==> src/rtl/sprite_motion_ctrl_pkg.sv <==
// rtl/sprite_motion_ctrl_pkg.sv - shared enums and default constants for the sprite motion controller
package sprite_motion_ctrl_pkg;

    typedef enum logic [1:0] {
        MODE_STOP  = 2'd0,
        MODE_RIGHT = 2'd1,
        MODE_LEFT  = 2'd2
    } mode_t;

    typedef enum logic [1:0] {
        JS_GROUND = 2'd0,
        JS_UP     = 2'd1,
        JS_DOWN   = 2'd2
    } jump_state_t;

    localparam int DEF_X_W        = 11;
    localparam int DEF_Y_W        = 10;
    localparam int DEF_X_INIT     = 300;
    localparam int DEF_Y_INIT     = 250;
    localparam int DEF_X_MIN      = 0;
    localparam int DEF_X_MAX      = 600;
    localparam int DEF_WALK_SPEED = 2;
    localparam int DEF_JUMP_SPEED = 4;
    localparam int DEF_JUMP_TICKS = 20;
    localparam int DEF_NUM_WALK   = 2;
    localparam int DEF_ANIM_DIV   = 8;

endpackage

==> src/rtl/btn_edge_sync.sv <==
// rtl/btn_edge_sync.sv - two-flop button synchroniser with registered rising-edge pulse
module btn_edge_sync (
    input  logic clk,
    input  logic reset,
    input  logic raw,
    output logic pulse
);

    logic stage1;
    logic stage2;

    // The pulse is registered so a raw rise caught at edge k reaches the consumer at edge k+2.
    always_ff @(posedge clk) begin
        if (reset) begin
            stage1 <= 1'b0;
            stage2 <= 1'b0;
            pulse  <= 1'b0;
        end else begin
            stage1 <= raw;
            stage2 <= stage1;
            pulse  <= stage1 & ~stage2;
        end
    end

endmodule

==> src/rtl/sprite_motion_ctrl.sv <==
// rtl/sprite_motion_ctrl.sv - sprite walk/jump motion controller with walk animation
module sprite_motion_ctrl
    import sprite_motion_ctrl_pkg::*;
#(
    parameter int X_W        = DEF_X_W,
    parameter int Y_W        = DEF_Y_W,
    parameter int X_INIT     = DEF_X_INIT,
    parameter int Y_INIT     = DEF_Y_INIT,
    parameter int X_MIN      = DEF_X_MIN,
    parameter int X_MAX      = DEF_X_MAX,
    parameter int WALK_SPEED = DEF_WALK_SPEED,
    parameter int JUMP_SPEED = DEF_JUMP_SPEED,
    parameter int JUMP_TICKS = DEF_JUMP_TICKS,
    parameter int NUM_WALK   = DEF_NUM_WALK,
    parameter int ANIM_DIV   = DEF_ANIM_DIV
) (
    input  logic                  clk,
    input  logic                  reset,
    input  logic                  frame_tick,
    input  logic                  right_raw,
    input  logic                  left_raw,
    input  logic                  stop_raw,
    input  logic                  jump_raw,
    output logic signed [X_W-1:0] pos_x,
    output logic signed [Y_W-1:0] pos_y,
    output logic [NUM_WALK:0]     frame_vis,
    output logic                  jumping,
    output logic                  jump_done
);

    localparam int CNT_W  = (JUMP_TICKS > 1) ? $clog2(JUMP_TICKS) : 1;
    localparam int ANIM_W = (ANIM_DIV > 1) ? $clog2(ANIM_DIV) : 1;
    localparam int IDX_W  = (NUM_WALK > 1) ? $clog2(NUM_WALK) : 1;

    localparam logic signed [X_W:0]   X_MIN_E  = (X_W+1)'(X_MIN);
    localparam logic signed [X_W:0]   X_MAX_E  = (X_W+1)'(X_MAX);
    localparam logic signed [X_W:0]   WALK_E   = (X_W+1)'(WALK_SPEED);
    localparam logic signed [Y_W-1:0] YSPD_E   = Y_W'(JUMP_SPEED);
    localparam logic signed [Y_W-1:0] Y_INIT_E = Y_W'(Y_INIT);

    logic right_pulse, left_pulse, stop_pulse, jump_pulse;

    btn_edge_sync u_right (.clk(clk), .reset(reset), .raw(right_raw), .pulse(right_pulse));
    btn_edge_sync u_left  (.clk(clk), .reset(reset), .raw(left_raw),  .pulse(left_pulse));
    btn_edge_sync u_stop  (.clk(clk), .reset(reset), .raw(stop_raw),  .pulse(stop_pulse));
    btn_edge_sync u_jump  (.clk(clk), .reset(reset), .raw(jump_raw),  .pulse(jump_pulse));

    mode_t                 mode_q, mode_d;
    jump_state_t           js_q, js_d;
    logic [CNT_W-1:0]      cnt_q, cnt_d;
    logic                  land;
    logic signed [Y_W-1:0] y_d;
    logic signed [X_W:0]   vx, x_sum;
    logic signed [X_W-1:0] x_next;
    logic [ANIM_W-1:0]     anim_cnt, anim_cnt_d;
    logic [IDX_W-1:0]      walk_idx, walk_idx_d;
    logic [NUM_WALK:0]     vis_d;

    always_ff @(posedge clk) begin
        if (reset) begin
            js_q  <= JS_GROUND;
            cnt_q <= '0;
        end else begin
            js_q  <= js_d;
            cnt_q <= cnt_d;
        end
    end

    // Vertical motion is driven by the jump FSM; landing snaps back to the ground line.
    always_comb begin
        js_d  = js_q;
        cnt_d = cnt_q;
        land  = 1'b0;
        y_d   = pos_y;
        case (js_q)
            JS_GROUND: begin
                if (jump_pulse) begin
                    js_d  = JS_UP;
                    cnt_d = '0;
                end
            end
            JS_UP: begin
                if (frame_tick) begin
                    y_d = pos_y - YSPD_E;
                    if (cnt_q == CNT_W'(JUMP_TICKS-1)) begin
                        js_d  = JS_DOWN;
                        cnt_d = '0;
                    end else begin
                        cnt_d = cnt_q + CNT_W'(1);
                    end
                end
            end
            JS_DOWN: begin
                if (frame_tick) begin
                    if (cnt_q == CNT_W'(JUMP_TICKS-1)) begin
                        js_d  = JS_GROUND;
                        cnt_d = '0;
                        land  = 1'b1;
                        y_d   = Y_INIT_E;
                    end else begin
                        y_d   = pos_y + YSPD_E;
                        cnt_d = cnt_q + CNT_W'(1);
                    end
                end
            end
            default: begin
                js_d  = JS_GROUND;
                cnt_d = '0;
            end
        endcase
    end

    always_comb begin
        case (mode_q)
            MODE_RIGHT: vx = WALK_E;
            MODE_LEFT:  vx = -WALK_E;
            default:    vx = '0;
        endcase
        x_sum = {pos_x[X_W-1], pos_x} + vx;
        if (x_sum < X_MIN_E) begin
            x_next = X_MIN_E[X_W-1:0];
        end else if (x_sum > X_MAX_E) begin
            x_next = X_MAX_E[X_W-1:0];
        end else begin
            x_next = x_sum[X_W-1:0];
        end

        mode_d = mode_q;
        if (right_pulse) begin
            mode_d = MODE_RIGHT;
        end else if (left_pulse) begin
            mode_d = MODE_LEFT;
        end else if (stop_pulse) begin
            mode_d = MODE_STOP;
        end
    end

    // Animation uses the mode in force before this edge, but the jump state after it,
    // so the landing tick already shows the walk/stop frame.
    always_comb begin
        anim_cnt_d = anim_cnt;
        walk_idx_d = walk_idx;
        vis_d      = '0;
        if (mode_q == MODE_STOP) begin
            anim_cnt_d = '0;
            walk_idx_d = '0;
        end else if (anim_cnt == ANIM_W'(ANIM_DIV-1)) begin
            anim_cnt_d = '0;
            walk_idx_d = (walk_idx == IDX_W'(NUM_WALK-1)) ? '0 : walk_idx + IDX_W'(1);
        end else begin
            anim_cnt_d = anim_cnt + ANIM_W'(1);
        end

        if (js_d != JS_GROUND) begin
            vis_d[NUM_WALK] = 1'b1;
        end else if (mode_q == MODE_STOP) begin
            vis_d[0] = 1'b1;
        end else begin
            for (int i = 0; i < NUM_WALK; i++) begin
                vis_d[i] = (walk_idx_d == IDX_W'(i));
            end
        end
    end

    always_ff @(posedge clk) begin
        if (reset) begin
            mode_q    <= MODE_STOP;
            pos_x     <= X_W'(X_INIT);
            pos_y     <= Y_INIT_E;
            anim_cnt  <= '0;
            walk_idx  <= '0;
            frame_vis <= (NUM_WALK+1)'(1);
            jumping   <= 1'b0;
            jump_done <= 1'b0;
        end else begin
            mode_q    <= mode_d;
            pos_y     <= y_d;
            jumping   <= (js_d != JS_GROUND);
            jump_done <= land;
            if (frame_tick) begin
                pos_x     <= x_next;
                anim_cnt  <= anim_cnt_d;
                walk_idx  <= walk_idx_d;
                frame_vis <= vis_d;
            end
        end
    end

endmodule

==> config.mk <==
export PLATFORM = sky130hd
export DESIGN_NAME = sprite_motion_ctrl
export DESIGN_NICKNAME = d
export VERILOG_FILES = /design/src/rtl/sprite_motion_ctrl_pkg.sv /design/src/rtl/btn_edge_sync.sv /design/src/rtl/sprite_motion_ctrl.sv
export SDC_FILE = /design/constraint.sdc
export NUM_CORES = 1
export LEC_CHECK = 0
export BUFFER_PORTS_ARGS = -buffer_cell sky130_fd_sc_hd__clkbuf_2
export CAP_MARGIN = 10
export CORE_UTILIZATION = 45
export DETAILED_ROUTE_END_ITERATION = 7
export SETUP_SLACK_MARGIN = 0.02
export SLEW_MARGIN = 25
export SYNTH_ARGS = -nofsm -noshare
export SYNTH_HDL_FRONTEND = slang
export SYNTH_SLANG_ARGS = --single-unit
==> constraint.sdc <==
create_clock -name clk -period 3.25 [get_ports clk]
set_input_delay 0.1625 -clock clk [delete_from_list [all_inputs] [get_ports clk]]
set_output_delay 0.1625 -clock clk [all_outputs]
set_load 0.02 [all_outputs]
==> flow_metrics.py <==
metrics = {
    "logic_synthesis": {
        "synth_top_cell_area_share_pct": 35.05,
        "synth_top_cell_by_area": "dfxtp_1",
        "synthesis.area_mm2": 0.002799,
        "yosysSeqAreaShare_pct": 35.05,
        "synth-edff-count": 0,
        "synthMostInstantiatedCell": "dfxtp_1",
        "avgSynthCellArea_um2": 8.482,
        "synth.area.top_cells": "dfxtp_1 35%, ha_1 6.7%, nor2_1 5.1%",
        "synth_common_cells": "49 x dfxtp_1, 38 x nor2_1, 23 x a21oi_1",
        "yosys_warnings": 0,
        "async_reset_ff_share_pct": 0,
        "synth_cells": 330,
        "synth_seq_cells": 49,
        "synth_cell_types": 67,
        "synth-main-ff-cell": "dfxtp_1",
    },
    "clock_tree": {
        "cts_made_buffers": 5,
        "cts_hold_buf": 0,
        "clkSinkCount": 49,
        "cts_setup_buffers": 0,
        "cts-htree-levels": 2,
        "clk_latency_ns": 0.30,
        "cts-resized-gates": 0,
        "cts_tree": "yes",
        "clk_path_buf_depth": 2,
        "cts_root_buf": "clkbuf_8",
        "clkTransAtPathRegs_ns": 0.09,
    },
    "floorplan": {
        "io_pins": 33,
        "placeableCoreArea_mm2": 0.005956,
        "chipWidth_um": 80.87,
        "die-area_mm2": 0.006539,
        "core.rowCount": 28,
        "die_y_um": 80.87,
        "start_util_pct": 47.00,
    },
    "status": {
        "outcome": "finished clean",
    },
    "flow_run": {
        "cap_violations": 0,
    },
    "timing": {
        "report.final.slew_viol_count": 0,
        "rsz0062_at_grt": "false",
        "tns_ns": 0,
        "setup_viol": 0,
        "relSlewSlack_pct": 55.14,
        "max_slew.worst_pin.slew_ns": 0.6705,
        "fin_crit_sh_pct": 90.10,
        "period_needed_ns": 2.928,
        "skew_ns": 0.01458,
        "max_freq_mhz": 341.5,
        "final-hold-violation-count": 0,
    },
    "route": {
        "dr.pass1.iters": 4,
        "vias": 2346,
        "drt-total-wl_um": 5572,
        "ant_nets": 0,
        "avgViaCountPerCell": 5.456,
        "drcViolationCount": 0,
        "wl_per_cell_um": 12.96,
        "drtIter0Drc": 81,
    },
    "final_layout": {
        "layout.cells.non_filler": 430,
        "drive_above_1_share_pct": 16.34,
        "fin_nets": 377,
        "fillers": 566,
        "area_growth_pct": 10.19,
        "diodes": 0,
        "multi_input_area_mm2": 0.001677,
        "seq_area_um2": 980.9,
    },
    "power": {
        "p_leak_nw": 1.235,
        "vdd_drop_max_mv": 0.2476,
        "power_density_mw_per_mm2": 415.5,
    },
    "setup_path": {
        "crit_type": "register to register",
        "worst_path_max_delay_cell": "fa_1",
        "worstPathArrival_ns": 3.11,
        "crit_path_start": "mode_q[1]",
        "cp_cell_sequence": "inv_1, ha_1, ha_1, fa_1, and3b_1, o21ai_1, a21oi_1, o21ai_2, nor3_1, a2111oi_2, a21oi_1",
        "timing.reg2reg.setup_slack_ns": 0.32,
        "reg2reg_from": "mode_q[1]",
        "cpPeakStageDelay_ns": 0.47,
        "cp.required_ns": 3.43,
        "start_kind": "register",
        "endpoint_kind": "register",
        "crit_fanout": 7,
    },
    "placed_design": {
        "portBuffers": 30,
        "gp_congestion": 0.8173,
        "place_hpwl_um": 3993,
        "placed_cells": 422,
    },
    "grt": {
        "grt_use_total_pct": 18.86,
        "grt_pass1_vias": 2161,
        "grt_max_degree": 40,
        "gr-total-overflow": 0,
        "antenna_found_initial": 0,
        "grt_first_pass_wirelength_um": 9611,
    },
    "worst_hold_path": {
        "hold_class": "primary input to register",
        "hold_start": "stop_raw",
    },
}
## worst max-delay path: cells and delay by family, from the launching register on
| kind | cells | cell delay [ns] |
|---|---|---|
| AOI/OAI and AO/OA | 5 | 1.06 |
| adders and majority gates | 3 | 0.97 |
| buffers and inverters | 1 | 0.06 |
| DFF | 1 | 0.40 |
| and+or+nand+nor | 2 | 0.32 |
## flip-flops by register name (all words and copies together), names as in the netlist
| register | flops |
|---|---|
| js_q | 2 |
| cnt_q | 5 |
| u_right.stage1 | 1 |
| u_stop.pulse | 1 |
| u_stop.stage2 | 1 |
| u_left.stage2 | 1 |
| mode_q | 2 |
| jump_done | 1 |
| jumping | 1 |
| u_stop.stage1 | 1 |
| u_right.pulse | 1 |
| u_left.stage1 | 1 |
| u_jump.pulse | 1 |
| anim_cnt | 3 |
| u_jump.stage2 | 1 |
| pos_x | 10 |
| u_jump.stage1 | 1 |
| u_left.pulse | 1 |
| walk_idx | 1 |
| u_right.stage2 | 1 |
| frame_vis | 3 |
| pos_y | 9 |
## layout by cell type, fill, tap and decap left out, types with 2 or more instances in the layout
| master | n |
|---|---|
| a21o_1 | 3 |
| nand2_1 | 19 |
| nand4_1 | 3 |
| a22oi_1 | 5 |
| clkbuf_2 | 30 |
| conb_1 | 2 |
| and3_1 | 5 |
| a221o_1 | 2 |
| o2bb2ai_1 | 2 |
| a211o_1 | 4 |
| mux2i_1 | 2 |
| nor2_1 | 38 |
| nand3_1 | 2 |
| a31oi_1 | 3 |
| a21oi_1 | 23 |
| o21ai_0 | 16 |
| buf_4 | 5 |
| inv_1 | 12 |
| nand2b_1 | 4 |
| dfxtp_1 | 49 |
| nor3_1 | 12 |
| nor3b_1 | 2 |
| xor2_1 | 6 |
| clkbuf_8 | 6 |
| a2111oi_0 | 2 |
| a32o_1 | 3 |
| xnor2_1 | 9 |
| and3b_1 | 2 |
| nor2b_1 | 20 |
| o21ai_1 | 5 |
| o21ai_2 | 3 |
| ha_1 | 15 |
| or3_1 | 5 |
| and2_1 | 3 |
## power by group
group          switching [mW]  internal [mW]  total, mW
clock network           0.207          0.173      0.380
logic                   0.134         0.0994      0.234
registers              0.0412          0.627      0.668
## path summary, 6_finish.rpt
| kind | end | depth (start not counted) |
|---|---|---|
| min | u_stop.stage1 | 2 |
| max | pos_x[6] | 11 |
| max reg2reg | pos_x[6] | 11 |
| min reg2reg | u_right.pulse | 1 |
## logic make-up (layout without fill, tap and decap cells)
| group | count (synthesis) | in the layout | synth area share [%] |
|---|---|---|---|
| compound gates | 88 | 88 | 21.99 |
| xor+xnor | 17 | 17 | 5.857 |
| fa+ha+maj | 16 | 16 | 7.421 |
| buf+inv | 32 | 56 | 5.185 |
| flops | 49 | 49 | 35.05 |
| mux | 2 | 2 | 0.7153 |
| other cells | 1 | 2 | 0.1340 |
| simple gates | 125 | 125 | 23.65 |
## stage by stage
step,util [%],hold WS (ns),area [um2],setup slack [ns],power [mW]
CTS,51.79,0.04935,3084,0.3182,1.304
global placement,50.17,0.3711,2988,0.4696,0.9151
detailed placement,50.17,0.3711,2988,0.3411,0.9160
finish,51.79,0.06192,3084,0.3218,1.282
floorplan,-,0.2907,2803,0.5998,0.8642
global route,51.79,0.06600,3084,0.09442,1.359
## metal layers
metal / track usage, % / part of all wire (%) / up-vias
met5: 0 / 0 / -
li1: - / - / 1205
met4: 8.393 / 1.1 / 0
met2: 30.84 / 47 / 50
met3: 3.708 / 3.3 / 6
met1: 23.90 / 48 / 1085
## area by class of cell
| type | count | area share [%] |
|---|---|---|
| flip-flops and latches | 49 | 31.81 |
| clock buffers | 6 | 2.677 |
| clock inverters | 2 | 0.4462 |
| well taps | 75 | 3.043 |
| repair buffers | 35 | 6.085 |
| multi-input cells | 250 | 54.36 |
| inverters | 13 | 1.582 |
No activity file was read; power rests on OpenSTA's default activity.
